### src/rtl/mem_pkg.sv
// Shared constants for the data-RAM arbiter.
// Read-return encoding and byte-mask width.
package mem_pkg;

  localparam int BE_W = 4;

  localparam logic [1:0] RD_NONE = 2'd0;
  localparam logic [1:0] RD_CPU  = 2'd1;
  localparam logic [1:0] RD_LD   = 2'd2;

endpackage

### src/rtl/mem_arbiter.sv
// Two-port arbiter in front of a single-port data RAM.
// CPU has priority; the loader wins after STARVE_MAX waits.
module mem_arbiter
  import mem_pkg::*;
#(
  parameter int ADDR_W     = 12,
  parameter int DATA_W     = 32,
  parameter int STARVE_MAX = 8
) (
  input  logic              clk,
  input  logic              reset,
  input  logic              cpu_req,
  input  logic [BE_W-1:0]   cpu_we,
  input  logic [ADDR_W-1:0] cpu_addr,
  input  logic [DATA_W-1:0] cpu_wdata,
  output logic              cpu_stall,
  output logic [DATA_W-1:0] cpu_rdata,
  output logic              cpu_rvalid,
  input  logic              ld_req,
  input  logic [BE_W-1:0]   ld_we,
  input  logic [ADDR_W-1:0] ld_addr,
  input  logic [DATA_W-1:0] ld_wdata,
  output logic              ld_gnt,
  output logic [DATA_W-1:0] ld_rdata,
  output logic              ld_rvalid,
  output logic              ram_en,
  output logic [BE_W-1:0]   ram_we,
  output logic [ADDR_W-1:0] ram_addr,
  output logic [DATA_W-1:0] ram_din,
  input  logic [DATA_W-1:0] ram_dout
);

  localparam logic [7:0] SMAX = 8'(STARVE_MAX);

  logic [7:0] cnt_q, cnt_d;
  logic [1:0] rd_q, rd_d;
  logic       cpu_win;
  logic       ld_win;

  // Grants are gated by reset so nothing reaches the RAM while held.
  assign cpu_win = reset & cpu_req & (cnt_q < SMAX);
  assign ld_win  = reset & ld_req & ~cpu_win;

  assign ram_en    = cpu_win | ld_win;
  assign cpu_stall = cpu_req & ~cpu_win;
  assign ld_gnt    = ld_win;

  assign cpu_rdata  = ram_dout;
  assign ld_rdata   = ram_dout;
  assign cpu_rvalid = reset & (rd_q == RD_CPU);
  assign ld_rvalid  = reset & (rd_q == RD_LD);

  // Steer the winning port onto the RAM and pick the read owner.
  always_comb begin
    ram_we   = '0;
    ram_addr = cpu_addr;
    ram_din  = cpu_wdata;
    rd_d     = RD_NONE;
    unique case (1'b1)
      cpu_win: begin
        ram_we = cpu_we;
        rd_d   = (cpu_we == '0) ? RD_CPU : RD_NONE;
      end
      ld_win: begin
        ram_we   = ld_we;
        ram_addr = ld_addr;
        ram_din  = ld_wdata;
        rd_d     = (ld_we == '0) ? RD_LD : RD_NONE;
      end
      default: ;
    endcase
  end

  // Starvation counter: counts loader waits, saturates, clears.
  always_comb begin
    cnt_d = cnt_q;
    if (!ld_req || ld_win) begin
      cnt_d = '0;
    end else if (cnt_q < SMAX) begin
      cnt_d = cnt_q + 8'd1;
    end
  end

  // State registers.
  always_ff @(posedge clk or negedge reset) begin
    if (!reset) begin
      cnt_q <= '0;
      rd_q  <= RD_NONE;
    end else begin
      cnt_q <= cnt_d;
      rd_q  <= rd_d;
    end
  end

endmodule

### config.mk
export PLATFORM = sky130hd
export DESIGN_NAME = mem_arbiter
export DESIGN_NICKNAME = d
export VERILOG_FILES = /design/src/rtl/mem_pkg.sv /design/src/rtl/mem_arbiter.sv
export SDC_FILE = /design/constraint.sdc
export NUM_CORES = 1
export LEC_CHECK = 0
export CELL_PAD_IN_SITES_DETAIL_PLACEMENT = 1
export CELL_PAD_IN_SITES_GLOBAL_PLACEMENT = 2
export CORE_ASPECT_RATIO = 0.75
export CORE_UTILIZATION = 10
export DETAILED_ROUTE_END_ITERATION = 10
export HOLD_SLACK_MARGIN = 0.08
export PLACE_DENSITY_LB_ADDON = 0.1
export SKIP_LAST_GASP = 1
export SLEW_MARGIN = 15
export SYNTH_ARGS = -nofsm -noshare
export SYNTH_HDL_FRONTEND = slang
export SYNTH_SLANG_ARGS = --single-unit
### constraint.sdc
create_clock -name clk -period 2.28 [get_ports clk]
set_input_delay 0.456 -clock clk [delete_from_list [all_inputs] [get_ports clk]]
set_output_delay 0.456 -clock clk [all_outputs]
set_load 0.05 [all_outputs]
## Word level (Yosys, flattened, before mapping)

Cells that the tools add are included.

- Register bits: 10
- Output and inout port bits: 117
- Word-level logic and storage cells: 28

- Add/sub/neg operators: 1
- Magnitude comparators: 1
- Equality and inequality tests: 2
- Muxes and demuxes: 8
- Bitwise logic cells: 9
- Reductions and logical operators: 5

Operators with widths:

| operator | number |
|---|---|
| 2-to-1 mux 32 bit | 1 |
| 2-to-1 mux 8 bit | 2 |
| 2-to-1 mux 12 bit | 1 |
| adder 8 x 1 -> 8 bit, second input constant | 1 |
| zero test 4 bit | 2 |
| less-than comparator 8 x 4 -> 1 bit, second input constant | 1 |
| case mux 4 bit (2 select lines) | 1 |
| AND 1 bit | 7 |
| case mux 2 bit (2 select lines) | 1 |
| equality test 2 x 1 -> 1 bit, second input constant | 1 |
| equality test 2 bit, second input constant | 1 |
| 2-to-1 mux 2 bit | 1 |
| nonzero test 2 bit | 1 |
| zero test 1 bit | 1 |
| logical OR 1 bit | 1 |
| 2-to-1 mux 1 bit | 1 |
| NOT 1 bit | 1 |
| OR 1 bit | 1 |

## Longest topological paths before layout

- Depth in word-level cells: 6
- Depth in mapped cells: 5
- Gate-level depth less buffers: 4

## Least setup slack after synthesis

No wires, ideal clock.

- Kind: input to output
- Start point: input ld_req
- End point: output ram_addr[10]
- Arrival time: 1971 ps
- Data required time: 1824 ps
- Setup slack: -147 ps
- Stages: 5
- Cells stage by stage: clkbuf_1 > nand2_1 > a21oi_2 > buf_2 > mux2_2

- Word-level cells in the longest chain between the ends: 3

Ends and longest elaborated chain:

| element | RTL line | RTL |
|---|---|---|
| from (decl) | mem_arbiter.sv:19 | `input logic ld_req,` |
| AND 1 bit (2 in a row) | mem_arbiter.sv:42 | `assign ld_win = reset & ld_req & ~cpu_win;` |
| via ld_gnt | mem_arbiter.sv:23 | `output logic ld_gnt,` |
| 2-to-1 mux 12 bit | mem_arbiter.sv:59 | `unique case (1'b1)` |
| to (decl) | mem_arbiter.sv:28 | `output logic [ADDR_W-1:0] ram_addr,` |

The timed path passes the listed nets, and every way through them passes these cells.

## Worst setup path after layout

- Start point: register cnt_q[7]
- End point: output ram_addr[7]

- Word-level cells in the longest chain between the ends: 5

Ends and longest elaborated chain:

| element | RTL line | RTL |
|---|---|---|
| from (decl) | mem_arbiter.sv:35 | `logic [7:0] cnt_q, cnt_d;` |
| from (signal assigned) | mem_arbiter.sv:90 | `cnt_q <= cnt_d;` |
| less-than comparator 8 x 4 -> 1 bit | mem_arbiter.sv:41 | `assign cpu_win = reset & cpu_req & (cnt_q < SMAX);` |
| AND 1 bit | mem_arbiter.sv:41 |  |
| NOT 1 bit | mem_arbiter.sv:42 |  |
| AND 1 bit | mem_arbiter.sv:42 |  |
| 2-to-1 mux 12 bit | mem_arbiter.sv:59 |  |

Every way passes these cells.

==> run_results.csv <==
group,metric,value,unit
final_layout,layout.cells.non_filler,491,
drt,avgRoutedWirePerCell,15.60,um
clock_network,cts_tree,"yes",
final_layout,layout_commonest_cell,"clkdlybuf4s50_1",
yosys,synthFlopType,"dfrtp_1",
sta,fin_crit,2.416,ns
pwr,power.density,362.3,mW/mm^2
final_layout,n_antenna_cell,0,
yosys,synthArstFlopShare,1.000,
sta,slew_headroom,0.7529,
drt,routed_wl,7659,um
sta,rsz0062_at_grt,"yes",
yosys,synth_edf_count,0,
clock_network,clkSlewWorstSetupHoldPaths,0.04,ns
clock_network,cts_max_level,1,
placed_design,gp_congestion,0.7210,
yosys,netlist_area,0.001602,mm^2
yosys,avgSynthCellArea,8.997,um^2
yosys,ys_types,30,
placed_design,port-buffer-count,152,
worst_setup_path,path_max_fanout,11,
drt,drc,0,
worst_setup_path,crit_path_start_kind,"register",
final_layout,drive_gt1_frac,0.5000,
clock_network,clk_latency,0.24,ns
sta,hold_viol_final,0,
worst_setup_path,critPathCaptureType,"output pin",
clock_network,holdBufCountCts,0,
floorplan,die_w,148.1,um
floorplan,core_area,0.01542,mm^2
placed_design,place_area,0.003054,mm^2
worst_setup_path,worstPathRequired,1.82,ns
yosys,synth-seq-cells,10,
yosys,yosysSeqAreaShare,0.1563,
final_layout,mostFrequentLayoutCells,"96 x clkdlybuf4s50_1, 42 x mux2_2, 37 x buf_6, 27 x buf_4, 12 x buf_12",
placed_design,dp_hpwl,6465,um
run,drv_cap,0,
min_path,hold_path.class,"in2async",
sta,clock.fmax,0.4140,GHz
yosys,syn-num-nets,311,
sta,setup_violations,48,
pwr,leakagePower,1.346,nW
drt,ant_nets,0,
global_routing,grtUsageTotal,0.09175,
clock_network,cts_max_path_buffers,2,
pwr,ir_worst_vdd,151.0,uV
global_routing,grt_first_pass_wirelength,11320,um
drt,wl_met1,2894,um
drt,wl_met3,673,um
drt,post_drt_via_cell_ratio,3.354,
status,violations,"negative setup slack",
global_routing,grt_pass1_vias,1887,
drt,dr_wl_met2,4016,um
sta,skew,0.001097,ns
sta,worst_slack,-0.1356,ns
drt,top_layer_used,"met4",
clock_network,cts_made_buffers,3,
final_layout,nNetsFinal,421,
sta,timing.final.crit_share,1.059,
yosys,syn_inst,178,
floorplan,start_util,0.1039,
drt,dr.first_iter.drc_count,18,
floorplan,fp.dieH,111.6,um
yosys,yosys.area.top_type_share,0.3094,
floorplan,rows,39,
yosys,yosys-top-cells-area,"mux2_2 31%, buf_4 30%, dfrtp_1 16%",
clock_network,cts_sinks,10,
global_routing,antenna_found_initial,0,
drt,first_pass_iters,3,
sta,worst_pin_slew,0.3691,ns
drt,vias,1647,
yosys,synth_warnings,0,
final_layout,syn_to_final_growth,112.0,%
global_routing,overflow,0,
status,status,"complete, but fails checks",
floorplan,dieArea,0.01653,mm^2
clock_network,clockRootBuffer,"clkbuf_16",
sta,slew_viol_final,0,
worst_setup_path,crit_arrival,1.96,ns
global_routing,grt_max_degree,21,
yosys,yosysTopAreaCell,"mux2_2",
final_layout,design_area,0.003396,mm^2
placed_design,dp_cells,484,
floorplan,design.portCount,249,
worst_setup_path,crit_type,"reg2out",
## logic make-up after synthesis
logic type / count (synthesis) / synth area share
buf+inv: 76 / 0.3320
mux: 44 / 0.3094
simple gates: 27 / 0.1055
compound gates: 20 / 0.08906
flops: 10 / 0.1563
fa+ha+maj: 1 / 0.007811
## through the flow
step	hold slack, ns	setup slack (ns)	power (W)	utilization	setup TNS, ns
2_1_floorplan	0.1604	0.007643	0.0008291	-	0
3_3_place_gp	0.5735	-0.3778	0.0008778	0.1981	-16.87
3_5_place_dp	0.5723	-0.4046	0.0008766	0.1981	-17.69
4_1_cts	0.3955	-0.1560	0.001251	0.2213	-4.635
5_1_grt	0.4196	-0.2156	0.001285	0.2202	-6.648
6_report	0.3974	-0.1356	0.001230	0.2202	-2.532
## sequential cells by signal (all words and copies together), names as in the netlist
register and count:
rd_q 2, cnt_q 8
## Yosys cell counts, types with 2 or more instances
master    instances
nand2_1           3
or4_1             3
dfrtp_1          10
nand2b_1          2
mux2_2           44
inv_1             4
nand3_1           4
buf_4            64
nor3_1            3
nor2_1            2
buf_2             5
a21oi_1           6
nor2b_1           2
and3_1            3
o211ai_1          6
clkbuf_1          3
## critical path, cell delays in order, from the launching register on
cell	delay, ns
dfrtp_1	0.38
buf_6	0.12
nor4_4	0.34
a21oi_4	0.14
buf_6	0.14
buf_12	0.14
mux2_4	0.31
buf_8	0.15
## power by group
part	switching [W]	total (W)	leakage [nW]	internal [W]
clock	0.0000801	0.000307	0.0370	0.000227
combinational	0.000370	0.000736	1.17	0.000366
sequential	0.00000444	0.000187	0.138	0.000183
## metal layers
| layer | vias to the layer above | track usage |
|---|---|---|
| met1 | 772 | 0.1013 |
| met2 | 89 | 0.1684 |
| met5 | - | 0 |
| met3 | 9 | 0.03074 |
| li1 | 777 | - |
| met4 | 0 | 0.02062 |
## layout make-up
cell class                 instances  area, um^2
timing repair buffer             177        1877
sequential                        10       250.2
tap                              205       256.5
inverter                           4       15.01
clock buffer                       3       75.07
fill                            1768       12020
multi-input combinational         92       922.1
## repair_timing
item / in CTS / in global routing
cloned: 1 / 0
resized for setup: 61 / 4
hold endpoints to repair: 0 / 0
pin swaps: 12 / 1
setup buffers: 7 / 1
endpoints found under the setup margin: 50 / 50
## final timing paths
path,cells after the start,slack (ns),startpoint,to
worst max-delay path,7,-0.14,cnt_q[7]$_DFFE_PN0P_,ram_addr[7]
worst min-delay path,2,0.40,reset,cnt_q[1]$_DFFE_PN0P_
worst max register to register,6,0.24,cnt_q[7]$_DFFE_PN0P_,cnt_q[2]$_DFFE_PN0P_
worst min register to register,2,0.57,cnt_q[2]$_DFFE_PN0P_,cnt_q[2]$_DFFE_PN0P_
max in group asynchronous,2,1.69,reset,rd_q[0]$_DFF_PN0_
min in group clk,2,0.57,cnt_q[2]$_DFFE_PN0P_,cnt_q[2]$_DFFE_PN0P_
No activity file was read; power rests on OpenSTA's default activity.
==> RTL edit, RTL diff (same flow settings) <==
Change the parameter `ADDR_W` from 12 to 11.
--- a/src/rtl/mem_arbiter.sv
+++ b/src/rtl/mem_arbiter.sv
@@ -4,5 +4,5 @@
   import mem_pkg::*;
 #(
-  parameter int ADDR_W     = 12,
+  parameter int ADDR_W     = 11,
   parameter int DATA_W     = 32,
   parameter int STARVE_MAX = 8
Ports: changed (resized cpu_addr, ld_addr and ram_addr); port bits go from 249 to 246. The function was not compared with the original's and may differ.
==> RTL edit against the unedited design <==
The flow still finishes with violations (setup timing). Area after synthesis is 0.70% lower. Register-to-register slack improved by 0.11 ns. Worst setup slack got worse by 0.045 ns. Clock power rose by 18%. Total power is 4.0% higher. Sequential cell count unchanged. Count of clock-buffer cells in the layout grew 1. Wire length increased by 3.6%. First-iteration DRC count increased by 78%. Cell area increased by 2.2%. Clock skew increased by 0.0016 ns. Critical path depth up 1. Largest cell class unchanged.
==> RTL edit: results (changes against the unedited design) <==
| Metric | Value |
|---|---|
| Status | `finished, violations left (unchanged)` |
| Failing checks | `setup timing (unchanged)` |
| NumNets Final | `420 (was 421)` |
| First-pass GRT wire length | `11.5 mm (was 11.3 mm)` |
| Synth Net Count | `308 (was 311)` |
| Largest net degree at the start of global routing | `18 (was 21)` |
| Setup_tns | `-6.30 ns (was -2.53 ns)` |
| Routed vias/inst | `3.35 (about the same)` |
| Worst EP arrival | `2.00 ns (was 1.96 ns)` |
| Syn Area/Cell | `8.98 um^2 (was 9.00 um^2)` |
| Distinct cell type count after synthesis | `31 (was 30)` |
| Worst Max-Slew Pin Slew | `0.275 ns (was 0.369 ns)` |
| Final setup violation count | `47 (was 48)` |
| Port Buffers | `149 (was 152)` |
| Post-synthesis sequential area ratio | `15.7% (was 15.6%)` |
| Skew final | `0.00265 ns (was 0.00110 ns)` |
| Routability Congestion | `0.679 (was 0.721)` |
| Share of cells above drive strength 1 | `51.7% (was 50.0%)` |
| Wire length per cell | `16.1 um (was 15.6 um)` |
| Cell count after placement | `477 (was 484)` |
| Synth top area cells | `buf_4 30%, mux2_2 30%, dfrtp_1 16% (was mux2_2 31%, buf_4 30%, dfrtp_1 16%)` |
| Post-detail-place hpwl | `6.34 mm (was 6.46 mm)` |
| Setup ws final | `-0.181 ns (was -0.136 ns)` |
| Max IR drop VDD | `0.151 mV (about the same)` |
| Drt first pass iters | `4 (was 3)` |
| Drt first-iter violations | `32 (was 18)` |
## RTL edit: cell count changes after synthesis
| cell | delta |
|---|---|
| mux2_1 | +1 |
| mux2_2 | -2 |
## RTL edit: report_power, final
part | switching [mW] | internal, mW
combinational | 0.364 | 0.368
sequential | 0.00438 | 0.183
clock | 0.0958 | 0.265
total | 0.464 | 0.816
## RTL edit: path summary, 6_finish.rpt
path | startpoint | to | slack, ns | depth (start not counted)
worst max-delay path | cnt_q[6]$_DFFE_PN0P_ | ram_din[17] | -0.18 | 8
worst min-delay path | reset | cnt_q[3]$_DFFE_PN0P_ | 0.40 | 2
worst max register to register | cnt_q[6]$_DFFE_PN0P_ | cnt_q[2]$_DFFE_PN0P_ | 0.35 | 5
worst min register to register | cnt_q[1]$_DFFE_PN0P_ | cnt_q[1]$_DFFE_PN0P_ | 0.59 | 2
max in group asynchronous | reset | cnt_q[4]$_DFFE_PN0P_ | 1.68 | 2
min in group clk | cnt_q[1]$_DFFE_PN0P_ | cnt_q[1]$_DFFE_PN0P_ | 0.59 | 2
## RTL edit: layout make-up
class | count | area (um^2)
Inverter | 4 | 18.8
Tap cell | 205 | 256
Sequential cell | 10 | 250
Multi-Input combinational cell | 91 | 902
Timing Repair Buffer | 179 | 1950
Clock buffer | 4 | 88.8
Fill cell | 1741 | 11900
## RTL edit: per-layer routing
metal | share of wire [%] | global-route usage [%] | vias to the layer above
met4 | 1.4 | 2.68 | 0
met5 | 0 | 0 | -
met1 | 40 | 11.5 | 770
li1 | - | - | 788
met2 | 50 | 16.2 | 81
met3 | 8.2 | 2.59 | 11
## RTL edit: what timing repair did
action                                  in CTS  in global routing
hold buffers                                 0                  0
endpoints found under the setup margin      51                 51
pin swaps                                    5                 11
buffers inserted                             4                  8
gates resized for setup                     57                 13
cloned                                       3                  0
## RTL edit: cell families after synthesis
| family | Yosys count | share of synthesized area [%] |
|---|---|---|
| multiplexers | 43 | 30.4 |
| AO/OA/AOI/OAI | 20 | 8.97 |
| AND/OR/NAND/NOR | 27 | 10.6 |
| buffers and inverters | 76 | 33.4 |
| flip-flops | 10 | 15.7 |
| adder cells (fa/ha/maj) | 1 | 0.787 |
## RTL edit: stage by stage
stage | total power [mW] | instance area [um^2] | setup WS (ns) | utilization (%)
2_1_floorplan | 0.822 | 1600 | -0.00219 | -
3_3_place_gp | 0.853 | 2970 | -0.367 | 19.3
3_5_place_dp | 0.852 | 2970 | -0.346 | 19.3
4_1_cts | 1.29 | 3370 | -0.214 | 21.9
5_1_grt | 1.33 | 3470 | -0.263 | 22.6
6_report | 1.28 | 3470 | -0.181 | 22.6
